==> src/rtl/timer_pkg.sv <==
// Shared types and default sizing for the multi-channel timer.
package timer_pkg;

   localparam int DEF_WIDTH          = 16;
   localparam int DEF_CHANNELS       = 4;
   localparam int DEF_PRESCALE_WIDTH = 8;

   typedef enum logic {
      CH_IDLE = 1'b0,
      CH_RUN  = 1'b1
   } ch_state_t;

endpackage

==> src/rtl/timer_channel.sv <==
// One down-count channel: load/restart, one-shot or auto-reload, sticky done, expiry pulse.
// All outputs registered; load is visible one cycle after its edge.
module timer_channel
   import timer_pkg::*;
#(
   parameter int WIDTH = DEF_WIDTH
)
(
   input  logic             clk,
   input  logic             rst_n,
   input  logic             i_tick,
   input  logic             i_load,
   input  logic [WIDTH-1:0] i_preset,
   input  logic             i_auto_reload,
   input  logic             i_enable,
   output logic [WIDTH-1:0] o_count,
   output logic             o_done,
   output logic             o_expire
);

   localparam logic [WIDTH-1:0] CNT_ONE = WIDTH'(1);

   ch_state_t        r_state;
   logic [WIDTH-1:0] r_count;
   logic [WIDTH-1:0] r_reload_val;
   logic             r_done;
   logic             r_expire;

   ch_state_t        w_state_nxt;
   logic [WIDTH-1:0] w_count_nxt;
   logic [WIDTH-1:0] w_reload_nxt;
   logic             w_done_nxt;
   logic             w_expire_nxt;

   always_ff @(posedge clk or negedge rst_n) begin
      if (!rst_n) begin
         r_state      <= CH_IDLE;
         r_count      <= '0;
         r_reload_val <= '0;
         r_done       <= 1'b0;
         r_expire     <= 1'b0;
      end else begin
         r_state      <= w_state_nxt;
         r_count      <= w_count_nxt;
         r_reload_val <= w_reload_nxt;
         r_done       <= w_done_nxt;
         r_expire     <= w_expire_nxt;
      end
   end

   // Load wins over a same-cycle tick, so a reload can never be lost to an expiry.
   always_comb begin
      w_state_nxt  = r_state;
      w_count_nxt  = r_count;
      w_reload_nxt = r_reload_val;
      w_done_nxt   = r_done;
      w_expire_nxt = 1'b0;
      if (i_load) begin
         w_count_nxt  = i_preset;
         w_reload_nxt = i_preset;
         w_done_nxt   = 1'b0;
         w_state_nxt  = CH_RUN;
      end else if ((r_state == CH_RUN) && i_tick && i_enable) begin
         if (r_count != '0) begin
            w_count_nxt = r_count - CNT_ONE;
         end else begin
            w_expire_nxt = 1'b1;
            if (i_auto_reload) begin
               w_count_nxt = r_reload_val;
            end else begin
               w_done_nxt  = 1'b1;
               w_state_nxt = CH_IDLE;
            end
         end
      end
   end

   assign o_count  = r_count;
   assign o_done   = r_done;
   assign o_expire = r_expire;

endmodule

==> src/rtl/multi_timer.sv <==
// CHANNELS independent down-counters sharing one programmable tick prescaler.
// Tick every prescale+1 cycles; expiry N+1 ticks after a load of preset N.
module multi_timer
   import timer_pkg::*;
#(
   parameter int WIDTH          = DEF_WIDTH,
   parameter int CHANNELS       = DEF_CHANNELS,
   parameter int PRESCALE_WIDTH = DEF_PRESCALE_WIDTH
)
(
   input  logic                      clk,
   input  logic                      rst_n,
   input  logic [PRESCALE_WIDTH-1:0] prescale,
   input  logic [CHANNELS-1:0]       load,
   input  logic [CHANNELS*WIDTH-1:0] preset,
   input  logic [CHANNELS-1:0]       auto_reload,
   input  logic [CHANNELS-1:0]       enable,
   output logic [CHANNELS*WIDTH-1:0] count,
   output logic [CHANNELS-1:0]       done,
   output logic [CHANNELS-1:0]       expire
);

   localparam logic [PRESCALE_WIDTH-1:0] PRE_ONE = PRESCALE_WIDTH'(1);

   logic [PRESCALE_WIDTH-1:0] r_pre_cnt;
   logic                      w_tick;

   // >= rather than == so lowering prescale below the running count ticks at once.
   assign w_tick = (r_pre_cnt >= prescale);

   always_ff @(posedge clk or negedge rst_n) begin
      if (!rst_n) begin
         r_pre_cnt <= '0;
      end else if (w_tick) begin
         r_pre_cnt <= '0;
      end else begin
         r_pre_cnt <= r_pre_cnt + PRE_ONE;
      end
   end

   for (genvar g = 0; g < CHANNELS; g++) begin : g_ch
      timer_channel #(.WIDTH(WIDTH)) u_ch (
         .clk           (clk),
         .rst_n         (rst_n),
         .i_tick        (w_tick),
         .i_load        (load[g]),
         .i_preset      (preset[g*WIDTH +: WIDTH]),
         .i_auto_reload (auto_reload[g]),
         .i_enable      (enable[g]),
         .o_count       (count[g*WIDTH +: WIDTH]),
         .o_done        (done[g]),
         .o_expire      (expire[g])
      );
   end

endmodule

==> config.mk <==
export PLATFORM = sky130hd
export DESIGN_NAME = multi_timer
export DESIGN_NICKNAME = d
export VERILOG_FILES = /design/src/rtl/timer_pkg.sv /design/src/rtl/timer_channel.sv /design/src/rtl/multi_timer.sv
export SDC_FILE = /design/constraint.sdc
export NUM_CORES = 1
export LEC_CHECK = 0
export CAP_MARGIN = 20
export CORE_ASPECT_RATIO = 1.5
export CORE_UTILIZATION = 30
export CTS_CLUSTER_DIAMETER = 150
export DETAILED_ROUTE_END_ITERATION = 10
export PLACE_DENSITY = 0.59
export RECOVER_POWER = 100
export SLEW_MARGIN = 20
export SYNTH_ARGS = -nofsm -noshare
export SYNTH_HDL_FRONTEND = slang
export SYNTH_SLANG_ARGS = --single-unit
export TNS_END_PERCENT = 50
==> constraint.sdc <==
create_clock -name clk -period 3.8 [get_ports clk]
set_input_delay 0.38 -clock clk [delete_from_list [all_inputs] [get_ports clk]]
set_output_delay 0.38 -clock clk [all_outputs]
set_load 0.02 [all_outputs]
# Word level (Yosys, flattened, before mapping)

Index checks and enable logic that the tools add are counted.

Register bits after elaboration: 148
Bits of input ports: 86

Add/sub/neg operators: 5
Order comparisons: 1
Equal/unequal tests: 8
Muxes and demuxes: 61
Reduce and logical (&&, ||, !) cells: 28

Operators with widths:

| cell                                                                  | number |
|---|---|
| 16-bit two-way mux                                                    | 16 |
| 16-bit nonzero test                                                   | 4 |
| 16-bit by 1-bit subtractor with 16-bit output (second input constant) | 4 |
| 1-bit two-way mux                                                     | 44 |
| 2-bit inequality test (second input constant)                         | 8 |
| 3-bit AND reduction                                                   | 4 |
| 3-bit nonzero test                                                    | 4 |
| 8-bit by 1-bit adder with 8-bit output (second input constant)        | 1 |
| 8-bit >= comparator                                                   | 1 |
| 1-bit logical AND                                                     | 8 |
| 8-bit two-way mux                                                     | 1 |
| 2-bit AND reduction                                                   | 4 |
| 2-bit nonzero test                                                    | 4 |

# Depth between registers and ports, before layout

Depth after elaboration: 5
Mapped depth: 10
Depth with buffers taken out: 8

# Cells and area by module

A second synthesis with hierarchy kept.

Cells, all modules: 892
Area, all modules: 8505.7 µm²

By module, submodules not included:

| module                            | times used | cells an instance | area an instance (µm²) | seq. area each (µm²) |
|---|---|---|---|---|
| timer_channel at g_ch[0].u_ch ... | 3          | 209               | 1989.4                 | 875.8 |
| timer_channel at g_ch[3].u_ch     | 1          | 211               | 1981.9                 | 875.8 |
| multi_timer                       | 1          | 54                | 555.5                  | 200.2 |

# Least setup slack after synthesis

Ideal clock, no wire load.

Path type: input port to flip-flop
Start point: in prescale[4]
End point: reg g_ch[0].u_ch.r_count[3]
Setup time: 0.125 ns
Arrival: 2.257 ns
Slack: 1.418 ns
Cell stages on the path: 9
Buffers on the path: 2
Path through: inv_1 -> ha_1 -> a21o_1 -> a221oi_1 -> o21ai_1 -> buf_2 -> a21oi_1 -> buf_2 -> mux2_2

Word-level cells in the longest chain between the ends: 5

RTL lines:

| element                              | RTL line            | source |
|---|---|---|
| start: declaration                   | multi_timer.sv:13   | `input logic [PRESCALE_WIDTH-1:0] prescale,` |
| 8-bit >= comparator                  | multi_timer.sv:29   | `assign w_tick = (r_pre_cnt >= prescale);` |
| 1-bit logical AND (2 in series)      | timer_channel.sv:63 | `end else if ((r_state == CH_RUN) && i_tick && i_enable) begin` |
| 2-bit nonzero test (no source line)  | -                   |  |
| 2-bit AND reduction (no source line) | -                   |  |
| end signal: assignment               | timer_channel.sv:44 | `r_count <= w_count_nxt;` |
| end: declaration                     | timer_channel.sv:24 | `logic [WIDTH-1:0] r_count;` |

No other way between the ends.
A chain may end at the register's enable or synchronous reset.

# Worst setup path after layout

Start point: reg g_ch[2].u_ch.r_count[0]
End point: reg g_ch[2].u_ch.r_count[12]

Word-level cells in the longest chain between the ends: 4
Elaborated cells on any way between the ends: 7
Those cells by class: add/sub (1); mux (3); reduce/logical (3)

RTL lines:

| element                                                                                     | RTL line                                 | source |
|---|---|---|
| start: declaration                                                                          | timer_channel.sv:24                      |  |
| start signal: assignment                                                                    | timer_channel.sv:44                      |  |
| 16-bit by 1-bit subtractor with 16-bit output / 16-bit nonzero test (equally long branches) | timer_channel.sv:65, timer_channel.sv:64 |  |
| 16-bit two-way mux                                                                          | timer_channel.sv:64                      | `if (r_count != '0) begin` |
| 16-bit two-way mux                                                                          | timer_channel.sv:63                      |  |
| 16-bit two-way mux                                                                          | timer_channel.sv:58                      | `if (i_load) begin` |

Parallel ways exist; a longest one is shown, timed or not. The select of a mux whose other input is x is not followed.

==> results.tsv <==
metric	value	unit
worst slack at placement	0.4598	ns
P_leak	4.431	nW
met2 demand-to-capacity share in global routing	0.3136	
Worst setup EP type	flip-flop	
share of synthesized registers carrying an async set or reset	1.000	
sequential element share of the synthesized area	0.4407	
Data required, critical path	4.15	ns
wire length of the first global-routing pass	39.25	mm
hold endpoint	g_ch[0].u_ch.r_state	
Pre-Repair DR Iteration Count	8	
final weighted congestion in routability-driven placement	0.8696	
Post-Syn Area per Cell	9.254	um^2
number of synthesis warnings	0	
type of the tightest min-delay check	flip-flop to flip-flop	
synthesized netlist cell count	908	
die outline height	207.0	um
average routed wire per standard cell	17.43	um
Clk Latency, worst-skew pair	0.44	ns
number of global-route vias before repair	7363	
Worst-Margin Slew	2.048	ns
unrepaired setup endpoints after global routing	no	
DR DRC count	7	
FMAX	307.4	MHz
portion of the clock cycle consumed by the worst path in the final layout	0.8561	
Top delay family on crit path	simple AND/OR/NAND/NOR gates	
placed cell count	1365	
synthesized netlist net count	1011	
type of the worst setup path	flip-flop to flip-flop	
Yosys top cell area share	0.4407	
met3 usage	0.03160	
violations in the final reports	DRC, capacitance limit, slew limit	
final-report setup violation count	0	
min Tclk post-route	3.253	ns
data arrival at the endpoint of the critical path	3.60	ns
library cell contributing the largest single delay on the critical path	sky130_fd_sc_hd__a31oi_1	
power density over the cells	494.9	nW/um^2
top fanout value on the critical path	7	
core footprint	27410	um^2
Clk pin slew, worst setup/hold paths	0.07	ns
leading area contributor after synthesis	sky130_fd_sc_hd__dfrtp_1	
worst path cell trace	inv_1 -> ha_1 -> or4b_1 -> nor4_1 -> nand2b_1 -> a31oi_1 -> a22oi_1 -> o21ai_0	
most heavily used metal layer in global routing	met2	
Setup TNS Final	0	ns
Final Worst Setup Slack	0.5469	ns
number of buffer and inverter instances along the worst setup path	1	
primary flip-flop cell chosen by synthesis mapping	sky130_fd_sc_hd__dfrtp_1	
netlist area before placement	8403	um^2
launch instance of the worst min-delay path	g_ch[0].u_ch.r_state	
top-level port count	158	
setup clock skew after layout	0.01961	ns
maximum number of pins on one net before global-route repair	77	
CTS tree	yes	
maxcap violations	2	
Total Die Area	28700	um^2
count of endpoints failing hold in the final timing report	0	
largest voltage drop on the vdd net	0.2975	mV
number of nets with antenna violations after routing	0	
summed area of non-filler cells in the final layout	10790	um^2
Iteration-0 DRC Markers	397	
wirelength, routed	24.35	mm
number of buffers inserted by port buffering	157	
detailed-route via count	7436	
total global-route track usage	0.1739	
GRT met1 Usage	0.2005	
worst r2r src	g_ch[2].u_ch.o_count[0]	
# H-tree levels	4	
die width	138.7	um
clock buffers created by TritonCTS	17	
Layout Nets	1146	
TritonCTS sink count	148	
number of standard cells in the layout, taps in and fillers out	1397	
path depth of the worst reg2reg path	8	
Overflow after GRT	0	
synthesis-stage register bit count	148	
delay of the slowest cell on the worst path	0.75	ns
setup slack on the worst flop-to-flop path	0.55	ns
FP Rows	74	
setup bufs post-CTS	0	
max-slew violations	120	
Placed Instance Area	10260	um^2
post-layout util	0.3938	
overall power of the completed layout	5.341	mW
layout cells sized above 1	0.07773	
Setup crit start kind	flip-flop	
EDFF count, synth	0	
max_slew headroom	-0.3653	
FILL cells	2754	
clk buf depth	2	
starting density of the core	0.3066	
worst reg2reg path endpoint	g_ch[2].u_ch.o_count[12]	
worst hold margin	0.4766	ns
root buf cell	sky130_fd_sc_hd__clkbuf_16	
P&R area growth vs syn	28.42	%
detailed placement HPWL	17.55	mm
routed vias/inst	5.323	
number of cells on the worst hold path	1	
synth top area cells	sky130_fd_sc_hd__dfrtp_1, sky130_fd_sc_hd__o21ai_0, sky130_fd_sc_hd__mux2_2	
run status	finished, violations left	
number of resized instances in the post-cts repair step	0	
initial antenna violation count	0	
Unique masters post-synth	78	
count of inserted antenna diode cells	0	
[timing repair]
item | 4_1_cts | 5_1_grt
hold endpoints to repair | 3 | 0
hold buffers | 1 | 0
endpoints found under the setup margin | 0 | 0
[routing by layer]
metal | routed length (um) | up-vias
met5 | 0 | -
met4 | 822 | 0
met3 | 854 | 49
met2 | 12560 | 184
met1 | 10110 | 3643
li1 | - | 3560
[flip-flops by register name, summed over array words and instances (netlist names)]
name                    count
g_ch.u_ch.o_count          64
g_ch.u_ch.r_reload_val     64
r_pre_cnt                   8
g_ch.u_ch.o_done            4
g_ch.u_ch.o_expire          4
g_ch.u_ch.r_state           4
[kinds of logic (layout without fill, tap and decap cells)]
group | Yosys count | in the layout | share of synthesized area
xor+xnor | 36 | 36 | 0.03752
simple gates | 286 | 286 | 0.1800
buf+inv | 125 | 272 | 0.06224
fa+ha+maj | 17 | 17 | 0.02531
compound gates | 257 | 257 | 0.2032
mux | 39 | 39 | 0.05092
flops | 148 | 148 | 0.4407
[cells in the final DEF, fill, tap and decap left out, drive strengths merged, types with 5 or more instances in the layout]
cell	instances
xor2	17
nand2	73
a211oi	18
inv	72
clkbuf	29
mux2	30
mux2i	9
a21oi	47
nor4	18
nand3	32
or3	12
o31ai	19
clkdlybuf4s50	79
clkinvlp	5
a21o	10
and3	9
dfrtp	148
nor2b	5
a221o	16
nor3	31
nand4	9
buf	5
dlygate4sd3	77
nand2b	6
xnor2	19
o21ai	82
a31oi	9
ha	17
nor2	66
a22oi	7
o211ai	7
[synthesized netlist by cell type (13+ instances only)]
master / number
sky130_fd_sc_hd__nor4_1: 13
sky130_fd_sc_hd__ha_1: 17
sky130_fd_sc_hd__nor3_1: 30
sky130_fd_sc_hd__inv_1: 70
sky130_fd_sc_hd__nor2_1: 63
sky130_fd_sc_hd__a21oi_1: 47
sky130_fd_sc_hd__xor2_1: 17
sky130_fd_sc_hd__clkbuf_1: 33
sky130_fd_sc_hd__dfrtp_1: 148
sky130_fd_sc_hd__nand2_1: 73
sky130_fd_sc_hd__nand3_1: 31
sky130_fd_sc_hd__a221o_1: 16
sky130_fd_sc_hd__o31ai_1: 18
sky130_fd_sc_hd__o21ai_0: 74
sky130_fd_sc_hd__a211oi_1: 18
sky130_fd_sc_hd__xnor2_1: 19
sky130_fd_sc_hd__mux2_2: 30
[layout make-up]
class                   count  area [um^2]  area share
inverters                  70        262.8     0.02435
clock buffers              19        442.9     0.04104
repair buffers            171         1650      0.1529
multi-input cells         635         4149      0.3845
flip-flops and latches    148         3704      0.3432
clock inverters            12        155.1     0.01438
well taps                 342        427.9     0.03965
[worst max path at each step]
stage / start / endpoint / slack (ns) / depth (start not counted)
after detailed placement: prescale[6] / g_ch[3].u_ch.o_count[1] / 0.46 / 10
final: g_ch[2].u_ch.o_count[0] / g_ch[2].u_ch.o_count[12] / 0.55 / 8
after global routing: prescale[6] / g_ch[3].u_ch.o_count[3] / 0.40 / 11
after global placement: prescale[6] / g_ch[3].u_ch.o_count[1] / 0.58 / 10
after floorplan: prescale[4] / g_ch[0].u_ch.o_count[3] / 1.42 / 9
after CTS: prescale[6] / g_ch[3].u_ch.o_count[1] / 0.92 / 10
[where the power goes]
part	total, mW	switching, mW	internal (mW)	leakage [nW]
sequential	2.13	0.336	1.80	1.79
clock	1.75	0.704	1.05	0.278
combinational	1.46	0.790	0.666	2.36
total	5.34	1.83	3.51	4.43
(Power assumes the default switching activity.)
